==> config.mk <==
export PLATFORM = sky130hd
export DESIGN_NAME = fsm_door_timed
export DESIGN_NICKNAME = d
export VERILOG_FILES = /design/src/rtl/fsm_door_timed.sv
export SDC_FILE = /design/constraint.sdc
export NUM_CORES = 1
export LEC_CHECK = 0
export ABC_AREA = 1
export CAP_MARGIN = 0
export CORE_MARGIN = 5
export CORE_UTILIZATION = 64
export CTS_BUF_LIST = sky130_fd_sc_hd__clkbuf_4 sky130_fd_sc_hd__clkbuf_8 sky130_fd_sc_hd__clkbuf_16
export DETAILED_ROUTE_END_ITERATION = 7
export PLACE_DENSITY = 0.82
export RECOVER_POWER = 100
export SYNTH_ARGS = -nofsm -noshare
export SYNTH_HDL_FRONTEND = slang
export SYNTH_SLANG_ARGS = --single-unit
==> constraint.sdc <==
create_clock -name clk2m -period 5.6 [get_ports clk2m]
set_input_delay 0.84 -clock clk2m [delete_from_list [all_inputs] [get_ports clk2m]]
set_output_delay 0.84 -clock clk2m [all_outputs]
set_load 0.03 [all_outputs]
==> src/rtl/fsm_door_timed.sv <==
// Door controller with motor supervision: opening/closing via end switches, auto-close
// hold timer, obstacle reversal, motor run-time watchdog and a latched, blinking fault state.
module fsm_door_timed #(
    parameter int OPEN_HOLD_CYC     = 20_000_000,
    parameter int MOTOR_TIMEOUT_CYC = 16_000_000,
    parameter int BLINK_CYC         = 1_000_000
) (
    input  logic clk2m,
    input  logic rst,
    input  logic key_up,
    input  logic key_down,
    input  logic sense_up,
    input  logic sense_down,
    input  logic obstacle,
    input  logic fault_clr,
    output logic ml,
    output logic mr,
    output logic light_red,
    output logic light_green,
    output logic fault
);

    localparam int MAX_AB  = (OPEN_HOLD_CYC > MOTOR_TIMEOUT_CYC) ? OPEN_HOLD_CYC : MOTOR_TIMEOUT_CYC;
    localparam int MAX_CYC = (MAX_AB > BLINK_CYC) ? MAX_AB : BLINK_CYC;
    localparam int TW      = $clog2(MAX_CYC) + 1;

    localparam logic [TW-1:0] TIMER_MAX  = '1;
    localparam logic [TW-1:0] HOLD_LAST  = TW'(OPEN_HOLD_CYC - 1);
    localparam logic [TW-1:0] MOTOR_LAST = TW'(MOTOR_TIMEOUT_CYC - 1);
    localparam logic [TW-1:0] BLINK_LAST = TW'(BLINK_CYC - 1);

    typedef enum logic [2:0] {
        S_IDLE    = 3'd0,
        S_OPENING = 3'd1,
        S_OPEN    = 3'd2,
        S_CLOSING = 3'd3,
        S_CLOSED  = 3'd4,
        S_FAULT   = 3'd5
    } state_t;

    state_t        state_q, state_d;
    logic [TW-1:0] timer_q, timer_d;
    logic          blink_q, blink_d;
    logic          timer_clr;

    always_ff @(posedge clk2m or posedge rst) begin
        if (rst) begin
            state_q <= S_IDLE;
            timer_q <= '0;
            blink_q <= 1'b1;
        end else begin
            state_q <= state_d;
            timer_q <= timer_d;
            blink_q <= blink_d;
        end
    end

    always_comb begin
        state_d   = state_q;
        blink_d   = blink_q;
        timer_clr = 1'b0;

        case (state_q)
            S_IDLE: begin
                if (key_up)        state_d = S_OPENING;
                else if (key_down) state_d = S_CLOSING;
            end
            S_OPENING: begin
                if (sense_up)                 state_d = S_OPEN;
                else if (timer_q == MOTOR_LAST) state_d = S_FAULT;
            end
            S_OPEN: begin
                if (key_up)                    timer_clr = 1'b1;
                else if (key_down)             state_d = S_CLOSING;
                else if (timer_q == HOLD_LAST) state_d = S_CLOSING;
            end
            S_CLOSING: begin
                // Reversal beats the end switch so a late obstacle never gets crushed.
                if (obstacle || key_up)         state_d = S_OPENING;
                else if (sense_down)            state_d = S_CLOSED;
                else if (timer_q == MOTOR_LAST) state_d = S_FAULT;
            end
            S_CLOSED: begin
                if (key_up && !key_down) state_d = S_OPENING;
            end
            S_FAULT: begin
                if (fault_clr) begin
                    state_d = S_IDLE;
                end else if (timer_q == BLINK_LAST) begin
                    blink_d   = ~blink_q;
                    timer_clr = 1'b1;
                end
            end
            default: state_d = S_IDLE;
        endcase

        // Both end switches closed at once means a broken sensor: overrides everything.
        if (state_q != S_FAULT && sense_up && sense_down) state_d = S_FAULT;

        if (state_d == S_FAULT && state_q != S_FAULT) blink_d = 1'b1;

        if (state_d != state_q || timer_clr) timer_d = '0;
        else if (timer_q != TIMER_MAX)       timer_d = timer_q + 1'b1;
        else                                 timer_d = timer_q;
    end

    always_comb begin
        ml          = 1'b0;
        mr          = 1'b0;
        light_red   = 1'b1;
        light_green = 1'b0;
        fault       = 1'b0;
        case (state_q)
            S_OPENING: mr = 1'b1;
            S_CLOSING: ml = 1'b1;
            S_OPEN: begin
                light_red   = 1'b0;
                light_green = 1'b1;
            end
            S_FAULT: begin
                fault     = 1'b1;
                light_red = blink_q;
            end
            default: ;
        endcase
    end

endmodule
==> qor.txt, run 1 <==
Outcome = finished with violations
Failing checks = max-capacitance violations, max-slew violations
Synth warn = 0
CTS Hold Bufs = 0
Cell Area, Synth = 2170 um2
CP required = 5.76 ns
Post-synth top area share = 33.5%
Most frequent cells in the layout = nand2_1 (69), inv_1 (49), nor2_1 (41), nand3_1 (30), dfrtp_1 (29)
Cell taking the most area after synthesis = dfrtp_1
Fin crit share = 61.5%
Vias in the first global route = 1896
Register area = 752 um2
Drt initial violations = 155
Max-slew headroom = -14.8%
Core area = 3310 um2
Post-synth cell types = 28
Max frequency = 291 MHz
CTS resizes = 0
Crit path kind = primary input to register
Global route total overflow = 0
Setup TNS = 0 ns
Unrepaired setup endpoints after global routing = false
Seq/Total Area, Yosys = 34.7%
Post-route core utilization = 71.7%
Crit Path Max Fanout = 26
Max cap viols = 2
GPL Wtd Cong = 0.988
Switch share = 45.8%
DP Worst Slack = 2.73 ns
DR WL/cell = 12.4 um
Input/output buffers = 12
Drt pass-1 iters = 6
Max Root-Sink Buffers = 2
Share of cells above drive strength 1 = 13.3%
Worst endpoint data arrival time = 3.60 ns
Flops & latches, synth = 30
Setup violators final = 0
Cell count after synthesis = 312
Io pins = 13
Initial core utilization = 65.5%
Syn Area/Cell = 6.95 um2
Post-route ant nets = 0
Routed wire length = 4660 um
CTS tree = built
Final setup margin = 2.16 ns
Drt drc = 0
Minimum clock period = 3.44 ns
Syn nets = 321
Pint = 381 uW
DPL Wire Length = 3480 um
Clock Sinks = 30
Die Area = 4650 um2
Total CTS buffers = 5
Final hold viol count = 0
CP Capture Type = register
H-Tree Depth = 2
Reg power frac = 35.9%
Hold Path Class = register to register
Die Ht = 68.2 um
Pwr dens = 296 nW/um2
Die W = 68.2 um
Rows = 21
CP startpoint kind = primary input
Area of the multi-input gates = 1180 um2
Clk slew on worst S/H paths = 0.10 ns
Layout net count = 339
Vias per Instance = 5.36
First-pass GRT wire length = 8220 um
Net Switching = 322 uW
Clock Latency Late Sink = 0.34 ns
LEAKAGE = 1.03 nW
Antenna cells = 0
VDD IR-drop max = 0.000362 V
Worst Tran Pin Value = 1.72 ns
Clock Power Share = 20.3%
Fillers = 305
DR vias = 2022
Largest net degree at the start of global routing = 31
Commonest non-fill, non-tap cell in the layout = nand2_1
Max Slew Vio Count = 58
Comb pwr share = 43.8%
Ranking of synthesized cells by area = dfrtp_1 (33%), nand2_1 (12%), inv_1 (8.5%)
Setup bufs post-CTS = 0
Antenna violations before repair = 0
Setup Skew = 0.0128 ns
P&R area growth vs syn = 9.41%
GRT Util Overall = 23.7%
Clock root buffer = clkbuf_4
-- worst max-delay path: stages --
cell           delay (ns)
dlygate4sd3_1        0.61
nor2_1               0.19
nand2_2              0.10
o21ai_0              0.09
nand3_1              0.12
nand3_1              0.13
nand2_1              0.07
nand3_1              0.08
nor2_2               0.04
nand2_1              1.20
nor2_1               0.12
-- cells in the mapped netlist, drive strengths merged --
cell and number:
buf 2, and3 1, a211o 1, nand2 70
o21bai 2, nand3 31, nor2 69, nand4 9
a31oi 1, o21ai 11, nand3b 1, o22ai 1
nor4 1, xor2 10, dfrtp 29, a21oi 6
inv 53, dfstp 1, nor3 12, ha 1
-- per-layer routing --
layer | wire length (um) | global-route usage, % | vias to the layer above | share of wire [%]
met4 | 86 | 9.18 | 0 | 1.8
li1 | - | - | 1016 | -
met1 | 2080 | 28.9 | 928 | 45
met5 | 0 | 0 | - | 0
met2 | 2230 | 40.3 | 69 | 48
met3 | 266 | 5.58 | 9 | 5.7
-- stage by stage --
stage | instances | hold slack, ns | power [mW] | instance area, um2
CTS | 377 | 0.599 | 0.719 | 2390
floorplan | 312 | 0.549 | 0.539 | 2170
finish | 377 | 0.592 | 0.703 | 2370
global route | 377 | 0.644 | 0.747 | 2370
global placement | 369 | 0.572 | 0.574 | 2320
detailed placement | 369 | 0.574 | 0.576 | 2320
-- state kept, by name, indices dropped and copies added (netlist names) --
name	cells
blink_q	1
state_q	3
timer_q	26
-- power groups by stage --
stage               Clock [mW]  Combinational (mW)  Sequential [mW]
floorplan                    0               0.289            0.250
global placement             0               0.319            0.256
detailed placement           0               0.321            0.255
CTS                      0.146               0.322            0.251
global route             0.155               0.336            0.256
finish                   0.143               0.308            0.252
-- layout make-up --
cell class / count / share of cell area, %
Sequential cell: 30 / 31.7
Clock buffer: 7 / 2.48
Timing Repair Buffer: 13 / 5.22
Tap cell: 46 / 2.43
Multi-Input combinational cell: 227 / 49.6
Clock inverter: 1 / 0.211
Inverter: 53 / 8.39
-- final timing paths --
path / cells past startpoint / slack [ns] / to / startpoint
worst min register to register: 3 / 0.59 / blink_q$_DFFE_PP1P_ / blink_q$_DFFE_PP1P_
worst min-delay path: 3 / 0.59 / blink_q$_DFFE_PP1P_ / blink_q$_DFFE_PP1P_
worst max register to register: 12 / 2.41 / timer_q[17]$_DFFE_PP0P_ / timer_q[1]$_DFFE_PP0P_
max in group asynchronous: 3 / 3.21 / state_q[2]$_DFF_PP0_ / rst
worst max-delay path: 11 / 2.16 / timer_q[17]$_DFFE_PP0P_ / key_up
min in group asynchronous: 3 / 1.47 / timer_q[17]$_DFFE_PP0P_ / rst
-- kinds of logic (layout without fill, tap and decap cells) --
logic type	after synthesis	count (layout)	share of synthesized area, %
fa+ha+maj	1	1	0.577
flops	30	30	34.7
compound gates	22	22	5.77
simple gates	194	194	44.3
buf+inv	55	74	10.6
xor+xnor	10	10	4.04
(Power assumes the default switching activity.)
==> inputs of run 2 (changes only) <==
- CORE_UTILIZATION: 64 -> 54
- PLACE_DENSITY: 0.82 -> 0.73
- clock period: 5.6 -> 3.1 ns (I/O delays scaled with it)
==> qor.txt, run 2 (same netlist as run 1, synthesis figures left out) <==
Max FFs per register = 26 (unchanged)
Die Ht = 73.4 um (was 68.2 um)
Switch share = 43.1% (was 45.8%)
Vias in the first global route = 1888 (was 1896)
Worst Tran Pin Value = 0.722 ns (was 1.72 ns)
CP required = 3.26 ns (was 5.76 ns)
Pint = 750 uW (was 381 uW)
DPL Wire Length = 3650 um (was 3480 um)
Worst flop-to-flop path startpoint = timer_q[1]$_DFFE_PP0P_ (unchanged)
GR Util met2 = 32.5% (was 40.3%)
Fin crit share = 83.6%
Final hold viol count = 0 (unchanged)
H-Tree Depth = 2 (unchanged)
Core area = 3940 um2 (was 3310 um2)
VDD IR-drop max = 0.000777 V (was 0.000362 V)
Minimum clock period = 2.59 ns
First-pass GRT wire length = 8390 um (was 8220 um)
Share of cells above drive strength 1 = 10.3% (was 13.3%)
Top reg by flops = timer_q (unchanged)
Register area = 752 um2 (unchanged)
Comb pwr share = 39.7% (was 43.8%)
Drt pass-1 iters = 4 (was 6)
Clock Power Share = 25.9% (was 20.3%)
Post-route core utilization = 59.7% (was 71.7%)
Hold Crit Start = timer_q[19]$_DFFE_PP0P_ (was blink_q$_DFFE_PP1P_)
CP startpoint kind = register (was primary input)
GRT Util Overall = 20.2% (was 23.7%)
Crit path kind = register to register (was primary input to register)
Clock root buffer = clkbuf_8 (was clkbuf_4)
Antenna violations before repair = 0 (unchanged)
Post-route ant nets = 0 (unchanged)
Rows = 23 (was 21)
Die W = 73.4 um (was 68.2 um)
Clk slew on worst S/H paths = 0.06 ns (was 0.10 ns)
Met1 Use GR = 26.4% (was 28.9%)
Biggest regs = timer_q x26, state_q x3, blink_q x1 (unchanged)
Total CTS buffers = 5 (unchanged)
CTS Hold Bufs = 0 (unchanged)
Net Switching = 567 uW (was 322 uW)
Antenna cells = 0 (unchanged)
Setup bufs post-CTS = 0 (unchanged)
Max Root-Sink Buffers = 2 (unchanged)
Total power = 1.32 mW (was 703 uW)
CTS tree = built (unchanged)
Max-slew headroom = 51.8% (was -14.8%)
Initial core utilization = 55.0% (was 65.5%)
Setup TNS = 0 ns (unchanged)
Drt drc = 0 (unchanged)
Pwr dens = 560 nW/um2 (was 296 nW/um2)
Global route total overflow = 0 (unchanged)
Min Hold Slack = 0.595 ns (was 0.592 ns)
Largest net degree at the start of global routing = 27 (was 31)
Clock Latency Late Sink = 0.29 ns (was 0.34 ns)
P&R area growth vs syn = 8.54% (was 9.41%)
Vias per Instance = 5.18 (was 5.36)
Io pins = 13 (unchanged)
Clock Sinks = 30 (unchanged)
Area of the multi-input gates = 1120 um2 (was 1180 um2)
Reg2reg end = timer_q[21]$_DFFE_PP0P_ (was timer_q[17]$_DFFE_PP0P_)
Hold endpoint = timer_q[19]$_DFFE_PP0P_ (was blink_q$_DFFE_PP1P_)
FF-to-FF path depth = 14 (was 12)
DR WL/cell = 12.5 um (was 12.4 um)
Max frequency = 386 MHz
Layout net count = 339 (unchanged)
LEAKAGE = 1.05 nW (was 1.03 nW)
DR vias = 1975 (was 2022)
GPL Wtd Cong = 0.916 (was 0.988)
Drt initial violations = 108 (was 155)
WHS Path Cells = 3 (unchanged)
Grt peak-use layer = met2 (unchanged)
Setup violators final = 0 (unchanged)
Setup Skew = 0.00159 ns (was 0.0128 ns)
Worst endpoint data arrival time = 2.76 ns (was 3.60 ns)
Fillers = 394 (was 305)
Commonest non-fill, non-tap cell in the layout = nand2_1 (unchanged)
CTS resizes = 0 (unchanged)
Max Slew Vio Count = 0 (was 58)
Hold Path Class = register to register (unchanged)
Most frequent cells in the layout = nand2_1 (68), nor2_1 (50), inv_1 (49), nand3_1 (31), dfrtp_1 (29) (was nand2_1 (69), inv_1 (49), nor2_1 (41), nand3_1 (30), dfrtp_1 (29))
Input/output buffers = 12 (unchanged)
Unrepaired setup endpoints after global routing = false (unchanged)
R2R setup slack = 0.51 ns (was 2.41 ns)
Die Area = 5380 um2 (was 4650 um2)
Routed wire length = 4770 um (was 4660 um)
Outcome = complete, no violations (was finished with violations)
CP Capture Type = register (unchanged)
Reg power frac = 34.4% (was 35.9%)
Crit Path Max Fanout = 10 (was 26)
Met3 Use GR = 5.06% (was 5.58%)
Max cap viols = 0 (was 2)
-- run 2: changes by cell type in the layout (fill, tap and decap cells not counted), moves of 2 or more --
cell	delta
clkbuf_4	-5
clkbuf_8	+5
nor2_1	+9
nor2_4	-7
nor2_2	-2
-- run 2: final cells by class --
class                           count  share of cell area [%]
Tap cell                           50                    2.66
Timing Repair Buffer               13                    5.26
Multi-Input combinational cell    227                    47.6
Clock inverter                      1                   0.213
Inverter                           53                    8.45
Clock buffer                        7                    3.83
Sequential cell                    30                    32.0
-- run 2: power by group through the flow --
stage                     Sequential (mW)  Combinational [mW]  Clock (mW)
after global routing                0.459               0.589       0.369
after CTS                           0.453               0.593       0.347
after detailed placement            0.460               0.591           0
final                               0.454               0.522       0.341
after global placement              0.461               0.589           0
after floorplan                     0.451               0.521           0
-- run 2: how the worst max path moves through the flow --
stage	from	endpoint	slack [ns]	cells after the start
after CTS	state_q[0]$_DFF_PP0_	light_red	0.70	5
after global routing	timer_q[1]$_DFFE_PP0P_	timer_q[18]$_DFFE_PP0P_	0.24	13
after detailed placement	key_up	timer_q[11]$_DFFE_PP0P_	0.58	11
final	timer_q[1]$_DFFE_PP0P_	timer_q[21]$_DFFE_PP0P_	0.51	14
after floorplan	state_q[1]$_DFF_PP0_	timer_q[9]$_DFFE_PP0P_	1.27	15
after global placement	key_up	timer_q[11]$_DFFE_PP0P_	0.63	12
-- run 2: worst max-delay path, cell delays in order, from the launching register on --
cell	delay [ns]
dfrtp_1	0.40
ha_1	0.18
nand2_1	0.07
nor2_1	0.22
nand2_1	0.18
nor2_1	0.31
nand3_1	0.40
nand2_1	0.15
inv_1	0.08
nand2_1	0.08
nor2_1	0.13
nand2_1	0.09
nand2_1	0.05
nand2_1	0.09
nor2_2	0.05
-- run 2: metal layers --
layer,vias up,share of wire (%)
li1,1019,-
met1,917,49
met2,30,46
met3,9,2.9
met4,0,1.8
met5,-,0
-- run 2: stage by stage --
| step | worst slack, ns | cells | instance area [um2] |
|---|---|---|---|
| 2_1_floorplan | 1.27 | 312 | 2170 |
| 3_3_place_gp | 0.633 | 373 | 2330 |
| 3_5_place_dp | 0.583 | 373 | 2330 |
| 4_1_cts | 0.700 | 381 | 2420 |
| 5_1_grt | 0.245 | 381 | 2350 |
| 6_report | 0.508 | 381 | 2350 |
